`config.mk`:
```
export PLATFORM = sky130hd
export DESIGN_NAME = logic_unit_pipe
export DESIGN_NICKNAME = d
export VERILOG_FILES = /design/src/rtl/logic_unit_pipe.sv
export SDC_FILE = /design/constraint.sdc
export NUM_CORES = 1
export LEC_CHECK = 0
export CORE_ASPECT_RATIO = 1.4
export CORE_MARGIN = 2
export CORE_UTILIZATION = 56
export CTS_CLUSTER_SIZE = 20
export DETAILED_ROUTE_END_ITERATION = 7
export PLACE_DENSITY = 0.85
export SETUP_SLACK_MARGIN = 0.1
export SYNTH_ARGS = -nofsm -noshare
export SYNTH_HDL_FRONTEND = slang
export SYNTH_SLANG_ARGS = --single-unit
```
`constraint.sdc`:
```
create_clock -name clk -period 6.6 [get_ports clk]
set_input_delay 0.99 -clock clk [delete_from_list [all_inputs] [get_ports clk]]
set_output_delay 0.99 -clock clk [all_outputs]
set_load 0.01 [all_outputs]
```
`src/rtl/logic_unit_pipe.sv`:
```
`default_nettype none
// ============================================================================
// Module  : logic_unit_pipe
// Brief   : Two-stage valid/ready bitwise logic unit with accumulator Y operand
//           and registered zero/parity flags.
// Revision: 1.0 - initial release
// ============================================================================
module logic_unit_pipe #(
    parameter int               WIDTH   = 8,
    parameter logic [WIDTH-1:0] ACC_RST = '0
) (
    input  logic             clk,
    input  logic             rst,
    input  logic             in_valid,
    output logic             in_ready,
    input  logic [WIDTH-1:0] x,
    input  logic [WIDTH-1:0] y,
    input  logic [2:0]       op,
    input  logic             acc_sel,
    input  logic             acc_wr,
    input  logic             acc_clr,
    output logic             out_valid,
    input  logic             out_ready,
    output logic [WIDTH-1:0] result,
    output logic             zero,
    output logic             parity,
    output logic [WIDTH-1:0] acc_q
);

    localparam logic [2:0] c_OP_OR   = 3'd0;
    localparam logic [2:0] c_OP_AND  = 3'd1;
    localparam logic [2:0] c_OP_XOR  = 3'd2;
    localparam logic [2:0] c_OP_NOTX = 3'd3;
    localparam logic [2:0] c_OP_NOR  = 3'd4;
    localparam logic [2:0] c_OP_NAND = 3'd5;
    localparam logic [2:0] c_OP_XNOR = 3'd6;

    logic             s1_valid_q,   s1_valid_d;
    logic [WIDTH-1:0] s1_x_q,       s1_x_d;
    logic [WIDTH-1:0] s1_y_q,       s1_y_d;
    logic [2:0]       s1_op_q,      s1_op_d;
    logic             s1_acc_sel_q, s1_acc_sel_d;
    logic             s1_acc_wr_q,  s1_acc_wr_d;
    logic             s2_valid_q,   s2_valid_d;
    logic [WIDTH-1:0] result_q,     result_d;
    logic             zero_q,       zero_d;
    logic             parity_q,     parity_d;
    logic [WIDTH-1:0] acc_d;

    logic             w_s2_adv;
    logic             w_s1_adv;
    logic [WIDTH-1:0] w_y_op;
    logic [WIDTH-1:0] w_res;

    // in_ready is purely combinational from out_ready: no skid buffer.
    assign w_s2_adv = !s2_valid_q || out_ready;
    assign w_s1_adv = !s1_valid_q || w_s2_adv;
    assign in_ready = w_s1_adv;

    // The accumulator is read at the stage-2 load edge, so a write by the
    // previous beat on the prior edge is already visible here.
    assign w_y_op = s1_acc_sel_q ? acc_q : s1_y_q;

    always_comb begin
        w_res = s1_x_q;
        case (s1_op_q)
            c_OP_OR:   w_res = s1_x_q | w_y_op;
            c_OP_AND:  w_res = s1_x_q & w_y_op;
            c_OP_XOR:  w_res = s1_x_q ^ w_y_op;
            c_OP_NOTX: w_res = ~s1_x_q;
            c_OP_NOR:  w_res = ~(s1_x_q | w_y_op);
            c_OP_NAND: w_res = ~(s1_x_q & w_y_op);
            c_OP_XNOR: w_res = ~(s1_x_q ^ w_y_op);
            default:   w_res = s1_x_q;
        endcase
    end

    always_comb begin
        s1_valid_d   = s1_valid_q;
        s1_x_d       = s1_x_q;
        s1_y_d       = s1_y_q;
        s1_op_d      = s1_op_q;
        s1_acc_sel_d = s1_acc_sel_q;
        s1_acc_wr_d  = s1_acc_wr_q;
        if (w_s1_adv) begin
            s1_valid_d = in_valid;
            if (in_valid) begin
                s1_x_d       = x;
                s1_y_d       = y;
                s1_op_d      = op;
                s1_acc_sel_d = acc_sel;
                s1_acc_wr_d  = acc_wr;
            end
        end
    end

    always_comb begin
        s2_valid_d = s2_valid_q;
        result_d   = result_q;
        zero_d     = zero_q;
        parity_d   = parity_q;
        acc_d      = acc_q;
        if (w_s2_adv) begin
            s2_valid_d = s1_valid_q;
            if (s1_valid_q) begin
                result_d = w_res;
                zero_d   = ~|w_res;
                parity_d = ^w_res;
                if (s1_acc_wr_q) begin
                    acc_d = w_res;
                end
            end
        end
        // Clear wins over a coincident accumulate write.
        if (acc_clr) begin
            acc_d = ACC_RST;
        end
    end

    always_ff @(posedge clk or posedge rst) begin
        if (rst) begin
            s1_valid_q   <= 1'b0;
            s1_x_q       <= '0;
            s1_y_q       <= '0;
            s1_op_q      <= 3'd0;
            s1_acc_sel_q <= 1'b0;
            s1_acc_wr_q  <= 1'b0;
            s2_valid_q   <= 1'b0;
            result_q     <= '0;
            zero_q       <= 1'b0;
            parity_q     <= 1'b0;
            acc_q        <= ACC_RST;
        end else begin
            s1_valid_q   <= s1_valid_d;
            s1_x_q       <= s1_x_d;
            s1_y_q       <= s1_y_d;
            s1_op_q      <= s1_op_d;
            s1_acc_sel_q <= s1_acc_sel_d;
            s1_acc_wr_q  <= s1_acc_wr_d;
            s2_valid_q   <= s2_valid_d;
            result_q     <= result_d;
            zero_q       <= zero_d;
            parity_q     <= parity_d;
            acc_q        <= acc_d;
        end
    end

    assign out_valid = s2_valid_q;
    assign result    = result_q;
    assign zero      = zero_q;
    assign parity    = parity_q;

endmodule
`default_nettype wire

```
==> metrics.txt, run 1 <==
total CTS buffers 5; Flop pwr share 0.397; CP max stage cell clkdlybuf4s50_1; top_reg_cell synth dfrtp_1; Seq. cell area 1030 µm²; Final #Nets 298; Multi-input gate area 1230 µm²; internal power 0.611 mW; Cells after Synth 214; pwr dens 308 nW/µm²; largest fanout on the critical path 3; Die W 59.5 µm; Worst-Margin Slew 0.906 ns; die area 4870 µm²; Initial Util 0.575; CTS sink cnt 41; commonest non-fill, non-tap cell in the layout clkdlybuf4s50_1; crit path DAT 2.16 ns; Worst Setup Path Type input pin to output port; switching power 0.301 mW; total I/O pin count 46; CTS clock-pin slew for the worst setup and hold paths 0.07 ns; buffers added on ports 45; Rows 28; Gate power share 0.424; register bit count reported by yosys 41; worst r2r src s1_acc_sel_q; clock group share of total power 0.179; clk_lat worst skew 0.29 ns; drt first pass iters 4; commonest cells after routing, fill and taps aside clkdlybuf4s50_1 (45), dfrtp_1 (41), mux2_1 (26); CP startpoint kind input pin; max_cap viols 0; synthesized area 2420 µm²; fin cells 301; largest stage delay on the critical path 0.55 ns; Iter 0 DRT Violations 48; Post-synth EDFFs 0; Final HPWL DP 3330 µm; Clock Skew 0.00580 ns; Global Route Usage Sum 0.216; TritonCTS clock tree built; Final setup viols 0; via count 1,669; antenna-violating nets left 0; first-pass GRT wire length 7680 µm; Post-Syn Area per Cell 11.3 µm²; Worst EP required 5.61 ns; Critical Path Source out_ready; RSZ-0062 raised after global routing no; Top delay family on crit path buffers and inverters; post-synth top area cell dfrtp_1; Fin Setup TNS 0 ns; Slew HR 0.395; Worst Path Buf+Inv 2; max-slew violation count 0; top cells by area, synth dfrtp_1 (42%), mux2_1 (12%), ha_1 (8.3%); vias in the first global route 1,693; drt via density 5.54; Critical Path, Cell by Cell clkdlybuf4s50_1, nand3b_1, clkdlybuf4s50_1; Clock Path Buffers 2; Hold Crit Class flop to flop; Switching Share 0.330; final count of hold timing violations 0; number of instances resized during post-cts repair 0; total gr overflow 0; placed cell count 294; most frequent CP cell clkdlybuf4s50_1; Hold Buf Count CTS 0; Netlist cell types 34; layout cells sized above 1 0.0664; register area share after synthesis 0.424; htree depth 2; Final period util 0.477; Die Y-Extent 81.7 µm; min Tclk post-route 3.15 ns; warning count from the yosys run 0; post-CTS setup repair buffer count 0; Pleak 1.39 nW; P&R area growth vs syn 22.4%; fmax 0.318 GHz; gpl congestion 0.793; Root Buffer clkbuf_8; # diodes 0; CP Capture Type output port; antenna violations before repair 0; CORE AREA 4200 µm²; Peak supply drop 201 µV; outcome completed; largest net degree at the start of global routing 42; # fillers 322; Post-synth ARST share 1.00; drt total wl 4460 µm; hold_sp s1_y_q[3]; Synth top area share 0.424; DRC viols 0; WL/cell 14.8 µm; syn_nets 256
## routing by layer
metal / wire (µm) / vias to the layer above / track usage
li1: - / 800 / -
met1: 1750 / 823 / 0.252
met2: 2440 / 37 / 0.376
met3: 138 / 9 / 0.0378
met4: 132 / 0 / 0.111
met5: 0 / - / 0
## through the flow
step	cell area, µm²	total power, mW	setup WS (ns)	utilization	hold slack (ns)
final	2960	0.912	3.45	0.704	0.489
after global routing	2960	0.977	3.39	0.704	0.524
after CTS	2960	0.923	3.44	0.704	0.497
after detailed placement	2870	0.759	3.45	0.683	0.480
after global placement	2870	0.740	3.48	0.683	0.473
after floorplan	2420	0.622	4.01	-	0.464
## final cells by class
class | instances | share of cell area
repair buffers | 46 | 0.155
clock buffers | 7 | 0.0292
flip-flops and latches | 41 | 0.347
inverters | 28 | 0.0355
multi-input cells | 134 | 0.415
well taps | 45 | 0.0190
## power groups by stage
stage	registers, mW	clock network (mW)	logic, mW
6_report	0.362	0.163	0.387
5_1_grt	0.371	0.179	0.428
4_1_cts	0.363	0.168	0.392
3_5_place_dp	0.368	0	0.391
3_3_place_gp	0.364	0	0.375
2_1_floorplan	0.353	0	0.268
## Yosys cell counts, types with 2 or more instances
| cell | instances |
|---|---|
| buf_1 | 2 |
| clkinv_1 | 4 |
| buf_6 | 2 |
| nand2_1 | 10 |
| o21ai_1 | 4 |
| mux2i_1 | 15 |
| nor2_1 | 12 |
| mux2_1 | 26 |
| a21oi_1 | 5 |
| mux4_2 | 6 |
| xor2_1 | 2 |
| nand3b_1 | 3 |
| clkbuf_1 | 5 |
| a31oi_1 | 2 |
| inv_1 | 24 |
| buf_2 | 2 |
| nor2b_1 | 2 |
| nand2b_1 | 5 |
| a221oi_1 | 2 |
| nor3_1 | 2 |
| ha_1 | 16 |
| or3_1 | 2 |
| xnor2_1 | 8 |
| dfrtp_1 | 41 |
| mux2_2 | 2 |
| nand3_1 | 2 |
## sequential cells by signal, summed over array words and instances, names as in the netlist
register and cells:
acc_q 8, out_valid 1, parity 1, result 8
s1_acc_sel_q 1, s1_acc_wr_q 1, s1_op_q 3, s1_valid_q 1
s1_x_q 8, s1_y_q 8, zero 1
## worst reg2reg max path, cell delays in order, from the launching register on
cell and delay [ns]:
dfrtp_1 0.69, mux2i_1 0.30, ha_1 0.26, mux4_2 0.52
xor2_1 0.22, xnor2_1 0.15, xnor3_1 0.24, xnor2_1 0.15
o21ai_1 0.07
## cell families after synthesis
group                      count (synthesis)  share of synthesized area
buffers and inverters                     39                     0.0678
xor gates and xnor gates                  12                     0.0523
and+or+nand+nor                           40                     0.0802
adders and majority gates                 16                     0.0828
AOI/OAI and AO/OA                         17                     0.0440
muxes                                     49                      0.248
DFF                                       41                      0.424
## final timing paths
check | slack, ns | cells past startpoint | to
max | 3.45 | 3 | in_ready
min | 0.49 | 1 | s1_y_q[3]
max reg2reg | 3.87 | 8 | parity
min reg2reg | 0.49 | 1 | s1_y_q[3]
max in group asynchronous | 5.11 | 3 | acc_q[3]
min in group asynchronous | 1.13 | 3 | out_valid
Power figures use the tool's default switching activity.
==> inputs of run 2 (changes only) <==
--- a/config.mk
+++ b/config.mk
@@ -7,10 +7,10 @@
 export LEC_CHECK = 0
 export CORE_ASPECT_RATIO = 1.4
 export CORE_MARGIN = 2
-export CORE_UTILIZATION = 56
+export CORE_UTILIZATION = 52
 export CTS_CLUSTER_SIZE = 20
 export DETAILED_ROUTE_END_ITERATION = 7
-export PLACE_DENSITY = 0.85
+export PLACE_DENSITY = 0.8
 export SETUP_SLACK_MARGIN = 0.1
 export SYNTH_ARGS = -nofsm -noshare
 export SYNTH_HDL_FRONTEND = slang
==> constraint.sdc (replaced) <==
create_clock -name clk -period 3.3 [get_ports clk]
set_input_delay 0.495 -clock clk [delete_from_list [all_inputs] [get_ports clk]]
set_output_delay 0.495 -clock clk [all_outputs]
set_load 0.01 [all_outputs]
==> run 2 against run 1 <==
  * Design area is 1.2% higher
  * First-iteration DRC count is 4.2% higher
  * Die area is 7.2% higher
  * Critical endpoint is now parity
  * Final cell count is 6.3% higher
  * Core utilization is 3.8 points lower
  * Sequential power is 99% higher
  * Highest routed layer unchanged
==> metrics.txt, run 2 (synthesis results as in run 1) <==
outcome completed; clk_lat worst skew 0.28 ns (about the same); drt first pass iters 4 (unchanged); Die W 61.6 µm (+3.5%); via count 1,639 (-1.8%); Hold Buf Count CTS 0 (unchanged); Worst EP required 3.46 ns (-2.15 ns); Global Route Usage Sum 0.206 (-0.00988); Initial Util 0.537 (-0.0377); placed cell count 313 (+6.5%); gpl congestion 0.732 (-7.8%); Final HPWL DP 3420 µm (+2.7%); Clock Path Buffers 2 (unchanged); largest fanout on the critical path 9 (+6); P&R area growth vs syn 23.9%; total CTS buffers 5 (unchanged); Root Buffer clkbuf_8; CP max stage cell dfrtp_1; vias in the first global route 1,755 (+3.7%); post-CTS setup repair buffer count 0 (unchanged); htree depth 2 (unchanged); hold path depth 2 (+1); buffers added on ports 45 (unchanged); Slew HR 0.403 (+0.00861); antenna violations before repair 0 (unchanged); WL/cell 14.2 µm (-4.2%); die area 5220 µm² (+7.2%); total I/O pin count 46 (unchanged); CTS clock-pin slew for the worst setup and hold paths 0.07 ns (about the same); largest net degree at the start of global routing 26 (-38%); # fillers 383 (+19%); commonest non-fill, non-tap cell in the layout clkdlybuf4s50_1; Iter 0 DRT Violations 50 (+4.2%); CP Capture Type flop; Post-DP Area 2910 µm² (+1.3%); RSZ-0062 raised after global routing no; Worst-Margin Slew 0.894 ns (-0.0117 ns); CP startpoint kind flop; fin cells 320 (+6.3%); final count of hold timing violations 0 (unchanged); largest stage delay on the critical path 0.66 ns (+0.11 ns); Peak supply drop 313 µV (+55%); Worst Path Buf+Inv 0 (-2); Rows 29 (+3.6%); Critical Path, Cell by Cell mux2i_1, ha_1, mux4_2, xor2_1, xnor2_1, xnor3_1, xnor2_1, o21ai_1; Final #Nets 300 (+0.67%); fmax 0.377 GHz; antenna-violating nets left 0 (unchanged); max_cap viols 0 (unchanged); min Tclk post-route 2.65 ns; drt via density 5.12 (-7.6%); max-slew violation count 0 (unchanged); Worst Setup Path Type flop to flop; Pleak 1.40 nW (+0.68%); final worst slack 0.648 ns (-2.80 ns); most frequent CP cell xnor2_1; number of instances resized during post-cts repair 0 (unchanged); layout cells sized above 1 0.0736 (+0.00724); pwr dens 605 nW/µm² (+96%); final hold slack 0.489 ns (+0.000153 ns); Multi-input gate area 1230 µm² (unchanged); Seq. cell area 1030 µm² (unchanged); commonest cells after routing, fill and taps aside clkdlybuf4s50_1 (45), dfrtp_1 (41), mux2_1 (26); overall power 1.81 mW (+99%); final core utilization 0.666 (-0.0381); Clock Skew 0.00280 ns (-0.00300 ns); worst slack, placed 0.664 ns (-2.78 ns); cell count of the worst reg-to-reg path 8 (unchanged); CTS sink cnt 41 (unchanged); Hold Crit Class flop to flop; DRC viols 0 (unchanged); # diodes 0 (unchanged); fin area 3000 µm² (+1.2%); Die Y-Extent 84.7 µm (+3.6%); crit path DAT 2.81 ns (+0.65 ns); Critical Path Stages 8 (+5); CORE AREA 4500 µm² (+7.0%); Top delay family on crit path multiplexers; Final setup viols 0 (unchanged); first-pass GRT wire length 8100 µm (+5.5%); Final period util 0.804; Fin Setup TNS 0 ns (unchanged); drt total wl 4540 µm (+1.9%); TritonCTS clock tree built; total gr overflow 0 (unchanged)
-- run 2: layout make-up --
| type | count | share of cell area |
|---|---|---|
| multi-input cells | 134 | 0.410 |
| well taps | 62 | 0.0259 |
| repair buffers | 48 | 0.158 |
| inverters | 28 | 0.0351 |
| flip-flops and latches | 41 | 0.343 |
| clock buffers | 7 | 0.0288 |
-- run 2: where the power goes --
part           internal (mW)  switching [mW]  total [mW]
Combinational          0.447           0.322       0.770
Sequential             0.610           0.111       0.721
Clock                  0.166           0.157       0.323
-- run 2: routing by layer --
| layer | share of wire | global-route usage | routed length [µm] | vias up |
|---|---|---|---|---|
| met5 | 0 | 0 | 0 | - |
| met3 | 0.031 | 0.0431 | 139 | 13 |
| met1 | 0.40 | 0.243 | 1810 | 793 |
| li1 | - | - | - | 803 |
| met2 | 0.54 | 0.352 | 2450 | 30 |
| met4 | 0.030 | 0.0832 | 134 | 0 |
-- run 2: worst reg2reg max path, delay by kind of cell (launching register included) --
kind | cells | cell delay [ns]
muxes | 2 | 0.81
xor gates and xnor gates | 4 | 0.73
DFF | 1 | 0.66
adders and majority gates | 1 | 0.26
AOI/OAI and AO/OA | 1 | 0.07
-- run 2: path summary, 6_finish.rpt --
check	from	slack (ns)	end
min	zero	0.49	zero
min reg2reg	zero	0.49	zero
max reg2reg	s1_acc_sel_q	0.65	parity
max	s1_acc_sel_q	0.65	parity
max in group asynchronous	rst	1.87	s1_x_q[4]
min in group asynchronous	rst	0.71	result[1]
==> inputs of run 3 (changes only) <==
--- a/config.mk
+++ b/config.mk
@@ -7,10 +7,10 @@
 export LEC_CHECK = 0
 export CORE_ASPECT_RATIO = 1.4
 export CORE_MARGIN = 2
-export CORE_UTILIZATION = 52
+export CORE_UTILIZATION = 47
 export CTS_CLUSTER_SIZE = 20
 export DETAILED_ROUTE_END_ITERATION = 7
-export PLACE_DENSITY = 0.8
+export PLACE_DENSITY = 0.76
 export SETUP_SLACK_MARGIN = 0.1
 export SYNTH_ARGS = -nofsm -noshare
 export SYNTH_HDL_FRONTEND = slang
==> constraint.sdc (replaced) <==
create_clock -name clk -period 2.3 [get_ports clk]
set_input_delay 0.345 -clock clk [delete_from_list [all_inputs] [get_ports clk]]
set_output_delay 0.345 -clock clk [all_outputs]
set_load 0.01 [all_outputs]
==> run 3 against run 2 <==
  * Register-to-register slack got worse by 0.97 ns
  * Count of clock-buffer cells in the layout unchanged
  * Power increased by 75%
  * The run now ends with setup timing left
  * Clock skew increased by 0.0043 ns
  * Core utilization increased by 1.6 points
  * Clock power increased by 62%
  * Largest power group unchanged
  * Non-clock buffer count increased by 17
  * Via count increased by 8.5%
  * Fmax increased by 1.2%
==> metrics.txt, run 3 (synthesis results as in run 1) <==
final hold slack 0.469 ns (-0.0198 ns); Pleak 1.55 nW (+11%); layout cells sized above 1 0.225 (+0.151); crit path DAT 2.79 ns (-0.02 ns); Gate power share 0.519 (+0.095); R2R Setup Slk -0.32 ns (-0.97 ns); min Tclk post-route 2.62 ns (-0.0310 ns); total I/O pin count 46 (unchanged); Root Buffer clkbuf_8; placed cell count 328 (+4.8%); max-slew violation count 0 (unchanged); # fillers 357 (-6.8%); RSZ-0062 raised after global routing yes; Die Y-Extent 88.9 µm (+4.9%); Final HPWL DP 3610 µm (+5.6%); Flop pwr share 0.316 (-0.081); Peak supply drop 483 µV (+54%); htree depth 2 (unchanged); Die W 64.6 µm (+4.8%); Clock Skew 0.00706 ns (+0.00426 ns); largest net degree at the start of global routing 42 (+62%); Hold Buf Count CTS 0 (unchanged); total CTS buffers 5 (unchanged); Initial Util 0.492 (-0.0457); CORE AREA 4920 µm² (+9.3%); Switching Share 0.349 (+0.0229); CP Capture Type flop; outcome finished, violations left; clock group share of total power 0.165 (-0.013); TritonCTS clock tree built; commonest non-fill, non-tap cell in the layout clkdlybuf4s50_1; Hold Crit Class input pin to asynchronous set/reset pin; final worst slack -0.321 ns (-0.969 ns); vias in the first global route 1,816 (+3.5%); Final period util 1.14 (+0.336); P&R area growth vs syn 38.7%; Iter 0 DRT Violations 104 (+110%); pwr dens 949 nW/µm² (+57%); Worst Setup Path Type flop to flop; Fin Setup TNS -0.651 ns (-0.651 ns); Slew HR 0.630 (+0.227); overall power 3.18 mW (+75%); clk_lat worst skew 0.30 ns (+0.02 ns); # diodes 0 (unchanged); CP startpoint kind flop; fmax 0.382 GHz (+1.2%); drt via density 5.23 (+2.2%); largest fanout on the critical path 5 (-4); gpl congestion 0.804 (+9.9%); Final setup viols 5 (+5); final count of hold timing violations 0 (unchanged); antenna-violating nets left 0 (unchanged); die area 5740 µm² (+10%); commonest cells after routing, fill and taps aside clkdlybuf4s50_1 (45), dfrtp_1 (40), mux2_1 (25); WL/cell 16.2 µm (+14%); via count 1,779 (+8.5%); CTS sink cnt 41 (unchanged); Worst-Margin Slew 0.554 ns (-0.340 ns); Clock Path Buffers 2 (unchanged); switching power 1.11 mW (+88%); fin cells 340 (+6.3%); drt total wl 5500 µm (+21%); first-pass GRT wire length 8290 µm (+2.4%); total gr overflow 0 (unchanged); CTS clock-pin slew for the worst setup and hold paths 0.08 ns (about the same); Global Route Usage Sum 0.195 (-0.0111); Final #Nets 317 (+5.7%); internal power 2.07 mW (+69%); Worst EP required 2.47 ns (-0.99 ns); antenna violations before repair 0 (unchanged); failing checks setup timing; Rows 30 (+3.4%); drt first pass iters 4 (unchanged); buffers added on ports 45 (unchanged); DRC viols 0 (unchanged); max_cap viols 0 (unchanged)
## run 3: worst paths after layout
path | from | cells after the start | end
max | s1_acc_sel_q | 10 | parity
min | rst | 3 | s1_valid_q
max reg2reg | s1_acc_sel_q | 10 | parity
min reg2reg | s1_acc_wr_q | 1 | s1_acc_wr_q
max in group asynchronous | rst | 3 | s1_acc_sel_q
min in group clk | s1_acc_wr_q | 1 | s1_acc_wr_q
## run 3: repair_timing
action	in CTS	in global routing
resized for setup	18	22
endpoints found under the setup margin	17	16
setup buffers	3	2
hold endpoints to repair	0	0
pin swaps	3	7
## run 3: area by class of cell
cell class	instances	area [µm²]	area share
multi-input cells	134	1410	0.420
flip-flops and latches	41	1030	0.306
repair buffers	65	631	0.188
inverters	28	105	0.0313
clock buffers	7	96.3	0.0287
well taps	64	80.1	0.0239
clock inverters	1	5.00	0.00149
## run 3: metal layers
metal	global-route usage	wire [µm]
met1	0.209	2100
met2	0.366	3040
met3	0.0344	182
met4	0.104	178
met5	0	0
## run 3: worst max-delay path: stages, from the launching register on
cell and delay (ns):
dfrtp_2 0.41, buf_6 0.14, mux2i_4 0.19, ha_4 0.28, inv_2 0.03, mux4_2 0.52, xnor2_4 0.22, xnor2_2 0.14
xnor3_1 0.30, xnor2_2 0.18, o21ai_1 0.08
## run 3: power by group through the flow
stage	logic, mW	registers, mW	clock network [mW]
after floorplan	0.774	1.01	0
after global placement	1.21	1.02	0
after detailed placement	1.25	1.02	0
after CTS	1.36	1.00	0.532
after global routing	1.79	1.03	0.569
final	1.65	1.01	0.523
## run 3: through the flow
step	setup WS (ns)	instance area (µm²)	util
after floorplan	-0.0499	2430	-
after global placement	-0.227	3010	0.612
after detailed placement	-0.317	3010	0.612
after CTS	-0.196	3200	0.651
after global routing	-0.439	3350	0.682
final	-0.321	3350	0.682
